===== src/rtl/cmp_pkg.sv =====
// Shared types and helpers for the sequenced magnitude comparator.
// Consumers: cmp2_slice, cmp_seq_ctrl (optional build macro CMP_EARLY_EXIT_EN lives there).
package cmp_pkg;

    typedef enum logic [1:0] {
        IDLE = 2'd0,
        RUN  = 2'd1,
        DONE = 2'd2
    } state_t;

    // Comparison decision, one-hot once a comparison has completed
    typedef struct packed {
        logic gt;
        logic eq;
        logic lt;
    } res_t;

    localparam res_t RES_NONE = 3'b000;
    localparam res_t RES_GT   = 3'b100;
    localparam res_t RES_EQ   = 3'b010;
    localparam res_t RES_LT   = 3'b001;

    function automatic int unsigned nslice(input int unsigned width);
        return width / 2;
    endfunction

    // Index width, never below one bit so a single-slice build still has a counter
    function automatic int unsigned idx_w(input int unsigned n);
        return (n > 1) ? $clog2(n) : 1;
    endfunction

endpackage


===== src/rtl/cmp2_slice.sv =====
// Combinational 2-bit unsigned magnitude comparator, shared across all slice steps.
module cmp2_slice (
    input  logic [1:0] a,
    input  logic [1:0] b,
    output logic       gt,
    output logic       eq,
    output logic       lt
);

    assign gt = (a > b);
    assign eq = (a == b);
    assign lt = (a < b);

endmodule


===== src/rtl/cmp_seq_ctrl.sv =====
// MSB-first sequencing controller stepping one shared 2-bit comparator slice per clock.
// Build macro CMP_EARLY_EXIT_EN: when defined, RUN exits at the first unequal slice.
module cmp_seq_ctrl
    import cmp_pkg::*;
#(
    parameter int unsigned WIDTH = 8
) (
    input  logic             clk,
    input  logic             rst_n,
    input  logic             ena,
    input  logic             start,
    input  logic [WIDTH-1:0] a,
    input  logic [WIDTH-1:0] b,
    output logic             busy,
    output logic             done,
    output logic             a_gt_b,
    output logic             a_eq_b,
    output logic             a_lt_b
);

    localparam int unsigned NSLICE = nslice(WIDTH);
    localparam int unsigned IDX_W  = idx_w(NSLICE);
    localparam logic [IDX_W-1:0] IDX_TOP = IDX_W'(NSLICE - 1);

    state_t           state_q, state_d;
    logic [IDX_W-1:0] idx_q, idx_d;
    logic [WIDTH-1:0] a_q, a_d;
    logic [WIDTH-1:0] b_q, b_d;
    res_t             res_q, res_d;
    logic             busy_q, busy_d;
    logic             done_q, done_d;
`ifndef CMP_EARLY_EXIT_EN
    res_t             dec_q, dec_d;
    logic             decided_q, decided_d;
`endif

    // Shared slice datapath: idx selects the operand bit pair
    logic [1:0] slice_a, slice_b;
    logic       s_gt, s_eq, s_lt;
    res_t       slice_res;

    assign slice_a = 2'(a_q >> (2 * idx_q));
    assign slice_b = 2'(b_q >> (2 * idx_q));

    cmp2_slice u_slice (
        .a  (slice_a),
        .b  (slice_b),
        .gt (s_gt),
        .eq (s_eq),
        .lt (s_lt)
    );

    assign slice_res = '{gt: s_gt, eq: s_eq, lt: s_lt};

    // Next-state and next-register logic; ena=0 leaves every register unchanged
    always_comb begin
        state_d   = state_q;
        idx_d     = idx_q;
        a_d       = a_q;
        b_d       = b_q;
        res_d     = res_q;
`ifndef CMP_EARLY_EXIT_EN
        dec_d     = dec_q;
        decided_d = decided_q;
`endif
        if (ena) begin
            case (state_q)
                IDLE: begin
                    if (start) begin
                        a_d     = a;
                        b_d     = b;
                        idx_d   = IDX_TOP;
                        state_d = RUN;
`ifndef CMP_EARLY_EXIT_EN
                        dec_d     = RES_NONE;
                        decided_d = 1'b0;
`endif
                    end
                end
                RUN: begin
`ifdef CMP_EARLY_EXIT_EN
                    if (!s_eq || (idx_q == '0)) begin
                        res_d   = slice_res;
                        state_d = DONE;
                    end else begin
                        idx_d = idx_q - IDX_W'(1);
                    end
`else
                    // First unequal slice is sticky; later slices cannot override it
                    if (!decided_q && !s_eq) begin
                        decided_d = 1'b1;
                        dec_d     = slice_res;
                    end
                    if (idx_q == '0) begin
                        res_d   = decided_q ? dec_q : slice_res;
                        state_d = DONE;
                    end else begin
                        idx_d = idx_q - IDX_W'(1);
                    end
`endif
                end
                DONE:    state_d = IDLE;
                default: state_d = IDLE;
            endcase
        end
        busy_d = (state_d == RUN);
        done_d = (state_d == DONE);
    end

    always_ff @(posedge clk or negedge rst_n) begin
        if (!rst_n) begin
            state_q   <= IDLE;
            idx_q     <= '0;
            a_q       <= '0;
            b_q       <= '0;
            res_q     <= RES_NONE;
            busy_q    <= 1'b0;
            done_q    <= 1'b0;
`ifndef CMP_EARLY_EXIT_EN
            dec_q     <= RES_NONE;
            decided_q <= 1'b0;
`endif
        end else begin
            state_q   <= state_d;
            idx_q     <= idx_d;
            a_q       <= a_d;
            b_q       <= b_d;
            res_q     <= res_d;
            busy_q    <= busy_d;
            done_q    <= done_d;
`ifndef CMP_EARLY_EXIT_EN
            dec_q     <= dec_d;
            decided_q <= decided_d;
`endif
        end
    end

    assign busy   = busy_q;
    assign done   = done_q;
    assign a_gt_b = res_q.gt;
    assign a_eq_b = res_q.eq;
    assign a_lt_b = res_q.lt;

endmodule


===== config.mk =====
export PLATFORM = sky130hd
export DESIGN_NAME = cmp_seq_ctrl
export DESIGN_NICKNAME = d
export VERILOG_FILES = /design/src/rtl/cmp_pkg.sv /design/src/rtl/cmp2_slice.sv /design/src/rtl/cmp_seq_ctrl.sv
export SDC_FILE = /design/constraint.sdc
export NUM_CORES = 1
export LEC_CHECK = 0
export ABC_AREA = 1
export CORE_AREA = 2 2 72 74
export CTS_CLUSTER_SIZE = 20
export DETAILED_ROUTE_END_ITERATION = 10
export DIE_AREA = 0 0 74 76
export GPL_ROUTABILITY_DRIVEN = 0
export GPL_TIMING_DRIVEN = 0
export SLEW_MARGIN = 40
export SYNTH_ARGS = -nofsm -noshare
export SYNTH_HDL_FRONTEND = slang
export SYNTH_SLANG_ARGS = --single-unit

===== constraint.sdc =====
create_clock -name clk -period 4.73 [get_ports clk]
set_clock_uncertainty 0.2 [all_clocks]
set_input_delay 0.7095 -clock clk [delete_from_list [all_inputs] [get_ports clk]]
set_output_delay 0.7095 -clock clk [all_outputs]
set_load 0.1 [all_outputs]

; ---- After elaboration in Yosys (flattened, before gate mapping)
; Cells that the tools add are included.
[word_totals]
regBits = 29
in_bits = 20
out_inout_bits = 5
[classes]
n_addsub = 1
n_lt_le_gt_ge = 2
eq_ne = 7
shifts = 2
n_mux = 14
reduce_logical = 10
[op_table]
columns = op, n
row1 = $shr A8 B3 Y2, 2
row2 = $mux W2, 5
row3 = $mux W3, 3
row4 = $pmux W2 S2, 2
row5 = $reduce_and A4 Y1, 2
row6 = $ne A2 B2 Y1 const B, 3
row7 = $pmux W3 S2, 1
row8 = $reduce_and A3 Y1, 2
row9 = $eq A2 B1 Y1 const B, 2
row10 = $logic_not A2 Y1, 2
row11 = $eq A2 B2 Y1, 1
row12 = $eq A2 B2 Y1 const B, 1
row13 = $gt A2 B2 Y1, 1
row14 = $logic_not A1 Y1, 2
row15 = $lt A2 B2 Y1, 1
row16 = $mux W1, 2
row17 = $pmux W1 S2, 1
row18 = $reduce_bool A2 Y1, 1
row19 = $sub A2 B1 Y2 const B, 1
row20 = $logic_and A1 B1 Y1, 1

; ---- Logic depth before layout (Yosys ltp)
[depth]
ltp_word = 6
depth_mapped = 13

; ---- Modules after synthesis
; A second synthesis with hierarchy kept.
[unflattened]
hier_cells = 175
area_unflattened_um2 = 1451.4
[modules_own_cells]
columns = mod, n_inst, cells_each, area_per_inst_um2, seq_area_each_um2
row1 = cmp_seq_ctrl, 1, 164, 1386.3, 725.7
row2 = cmp2_slice, 1, 11, 65.1, 0.0

; ---- Least setup slack after synthesis
; OpenSTA, ideal clock, no wires.
[synth_path]
path_kind = flip-flop to flip-flop
from = register idx_q[0]
to = register dec_q[0] in the netlist's numbering
setup_time_ns = 0.116
arrival_time_ns = 1.619
t_required_ns = 4.414
path_slack_ns = 2.795
path_stages_with_launch = 13
synth_period_minus_slack_ns = 1.935
path_cell_list = dfrtp_1 -> buf_4 -> clkinv_1 -> o21ai_0 -> o22ai_1 -> ha_1 -> nand2_1 -> nand2_1 -> nand2_1 -> nand2_1 -> inv_1 -> nand2_1 -> nand2_1
[synth_via]
elab_chain_len = 6
word_cells_on_any_way = 10
classes_between = order compare (1) / eq/ne (2) / shift (2) / mux (2) / reduce/logical (3)
[synth_rtl]
columns = item, line_no
row1 = "start, declared", cmp_seq_ctrl.sv:26  ; logic [IDX_W-1:0] idx_q, idx_d;
row2 = "start signal, assigned", cmp_seq_ctrl.sv:125  ; idx_q <= idx_d;
row3 = "$shr A8 B3 Y2, on equally long branches", "cmp_seq_ctrl.sv:42, cmp_seq_ctrl.sv:43"
row4 = $eq A2 B2 Y1, cmp2_slice.sv:11  ; assign eq = (a == b);
row5 = $logic_not A1 Y1, cmp_seq_ctrl.sv:90  ; if (!decided_q && !s_eq) begin
row6 = $logic_and A1 B1 Y1, cmp_seq_ctrl.sv:90
row7 = $ne A2 B2 Y1 (no source line), n/a
row8 = $reduce_and A4 Y1 (no source line), n/a
row9 = "end signal, assigned", cmp_seq_ctrl.sv:120  ; dec_q <= RES_NONE;
row10 = "end signal, assigned", cmp_seq_ctrl.sv:132  ; dec_q <= dec_d;
row11 = "end, declared", cmp_seq_ctrl.sv:33  ; res_t dec_q, dec_d;
; Several ways; a longest one is shown, not always the timed one. The select of a mux whose other input is x is not followed.
; A chain may end at the register's enable or synchronous reset.

; ---- Worst setup path after layout
[layout_path]
from = register idx_q[0]
to = register dec_q[2] in the netlist's numbering
; The elaborated chain is that of the path after synthesis.

==> flow_summary.json <==
{
  "status": "finished clean",
  "die_height_um": 76,
  "p_seq_frac": 0.342,
  "crit_chain": "buf_4, clkinv_1, o21ai_0, o22ai_1, ha_1, nand2_1, nand2_1, nand2_1, nand2_1, inv_1, nand2_1, nand2_1",
  "required_ns": 4.69,
  "p_per_area_nw_per_um2": 686,
  "crit_top_cell": "nand2_1",
  "stdcell_area_sq_um": 1790,
  "grt_util_all_layers": 0.112,
  "final-instance-count-excl-fill": 276,
  "layout_common_cells": "56 x nand2_1, 29 x inv_1, 29 x dfrtp_1, 20 x o21ai_0, 18 x clkdlybuf4s50_1",
  "fp.dieW_um": 74,
  "hold_class": "input port to async pin",
  "initial_utilization": 0.283,
  "combPwrFrac": 0.476,
  "p_switching_mw": 0.554,
  "syn_inst": 174,
  "cp.depth": 12,
  "placed_cells_incl_taps": 268,
  "ctsHtreeMaxLevel": 2,
  "max_freq_mhz": 439,
  "ant_nets": 0,
  "syn-cell-area_sq_um": 1390,
  "num_antenna_cells": 0,
  "cts_setup_buffers": 0,
  "cp_slowest_cell": "dfrtp_1",
  "die_area_sq_um": 5620,
  "finalHoldViolations": 0,
  "criticalPathCategory": "flop to flop",
  "drv_slew": 0,
  "synth.avg_cell_area_sq_um": 7.98,
  "clk_pin_slew_ns": 0.06,
  "clock_sinks": 29,
  "yosys.cell_types.count": 16,
  "netSwitchingFraction": 0.452,
  "design.core.area_sq_um": 4910,
  "grt_pass1_wl_um": 4880,
  "io_pins": 25,
  "rsz0062_at_grt": "false",
  "synth_largest_area_cell": "dfrtp_1",
  "period_share": 0.482,
  "drive_gt1_frac": 0.0971,
  "num_vias": 1122,
  "tritoncts": "done",
  "clock_latency_ns": 0.28,
  "post_drt_wl_per_cell_um": 9.88,
  "ys_warn_count": 0,
  "timing.hold.ws_ns": 0.262,
  "ys_seq_elements": 29,
  "wl_um": 2730,
  "internal_power_mw": 0.672,
  "numCtsBuffers": 5,
  "path_delay_family": "buffers and inverters",
  "slew_headroom": 0.561,
  "cts_root_buf": "clkbuf_8",
  "synth_top_area_share": 0.523,
  "num_rows": 26,
  "synth_area_leaders": "dfrtp_1 52%, nand2_1 15%, inv_1 7.8%",
  "clk_path_buf_depth": 2,
  "drc": 0,
  "setup_viol": 0,
  "tns_ns": 0,
  "crit_path_start_kind": "flop",
  "nFillCells": 533,
  "drtPass1Iterations": 4,
  "ir_worst_vdd_v": 0.000245,
  "dpl_cell_area_sq_um": 1690,
  "grt_overflow": 0,
  "dpl.hpwl_um": 1970,
  "drtIter0Drc": 44,
  "final_common_cell": "nand2_1",
  "worst_pin_slew_ns": 0.659,
  "area_growth_pct": 28.7,
  "worst_r2r_path_depth": 12,
  "pwr-share-clk": 0.182,
  "nets": 229,
  "power.leakage_nw": 0.934,
  "antenna_found_initial": 0,
  "grt_max_degree": 30,
  "ys_seq_area_frac": 0.523,
  "cpPeakStageDelay_ns": 0.33,
  "min_period_ns": 2.28,
  "maxCapViolCount": 0,
  "cts_hold_buf": 0,
  "viasPerCell": 4.07,
  "path_max_fanout": 11,
  "port_buffers": 24,
  "synth_nets": 198,
  "critPathBufInv": 3,
  "critPathCaptureType": "flop",
  "cp.arrival_ns": 2.24,
  "ctsResizeCount": 0,
  "first_global_vias": 1097
}
## cell type report
cell class	instances	area, sq um	area share
plain buffers	4	27.5	0.0154
clock buffers	7	96.3	0.0539
clock inverters	1	5.00	0.00280
inverters	30	113	0.0630
multi-input cells	111	523	0.293
flip-flops and latches	29	726	0.406
well taps	70	87.6	0.0490
repair buffers	24	210	0.118
## cell usage after synthesis
cell       n
a21boi_0   1
clkbuf_2   1
nor2_1    13
nand4_4    1
nand2_1   56
clkinv_1   1
o22ai_1    3
nand3_1    7
o21ai_1    4
dfrtp_1   29
o21ai_0   20
nand2_2    1
a21oi_1    1
buf_4      3
inv_1     29
ha_1       4
## flip-flops by register name, summed over array words and instances (netlist names)
register   flops
a_eq_b         1
a_gt_b         1
a_lt_b         1
a_q            8
b_q            8
busy           1
dec_q          3
decided_q      1
done           1
idx_q          2
state_q        2
## layer usage
layer,track usage,wire length [um]
met5,0,0
met4,0.0382,0
met3,0.0357,128
met2,0.169,1300
met1,0.150,1310
## final timing paths
check	to	slack [ns]	start
worst min-delay path	busy	0.26	rst_n
worst min register to register	a_gt_b	0.27	a_gt_b
max in group asynchronous	b_q[1]	3.64	rst_n
min in group clk	a_gt_b	0.27	a_gt_b
worst max-delay path	dec_q[2]	2.45	idx_q[0]
worst max register to register	dec_q[2]	2.45	idx_q[0]
## power groups by stage
| stage | Clock [mW] | Sequential [mW] | Combinational, mW |
|---|---|---|---|
| 4_1_cts | 0.232 | 0.422 | 0.591 |
| 3_3_place_gp | 0 | 0.424 | 0.595 |
| 3_5_place_dp | 0 | 0.426 | 0.588 |
| 6_report | 0.223 | 0.420 | 0.583 |
| 2_1_floorplan | 0 | 0.535 | 0.344 |
| 5_1_grt | 0.242 | 0.437 | 0.671 |
## cell families after synthesis
logic type	count (synthesis)	share of synthesized area
flip-flops	29	0.523
buffers and inverters	34	0.101
AO/OA/AOI/OAI	29	0.109
AND/OR/NAND/NOR	78	0.232
adder cells (fa/ha/maj)	4	0.0360
## per-stage QoR
step                 util  total power, mW  setup WS [ns]
floorplan               -            0.879           2.79
global placement    0.349             1.02           2.23
detailed placement  0.343             1.01           2.48
CTS                 0.364             1.25           2.45
global route        0.364             1.35           2.14
finish              0.364             1.23           2.45
## worst reg2reg max path, cell delays in order (launching register included)
cell,delay [ns]
dfrtp_1,0.33
buf_4,0.16
clkinv_1,0.29
o21ai_0,0.25
o22ai_1,0.11
ha_1,0.30
nand2_1,0.07
nand2_1,0.10
nand2_1,0.06
nand2_1,0.11
inv_1,0.08
nand2_1,0.06
nand2_1,0.04
Note: power is estimated with default switching activity, not from simulation.
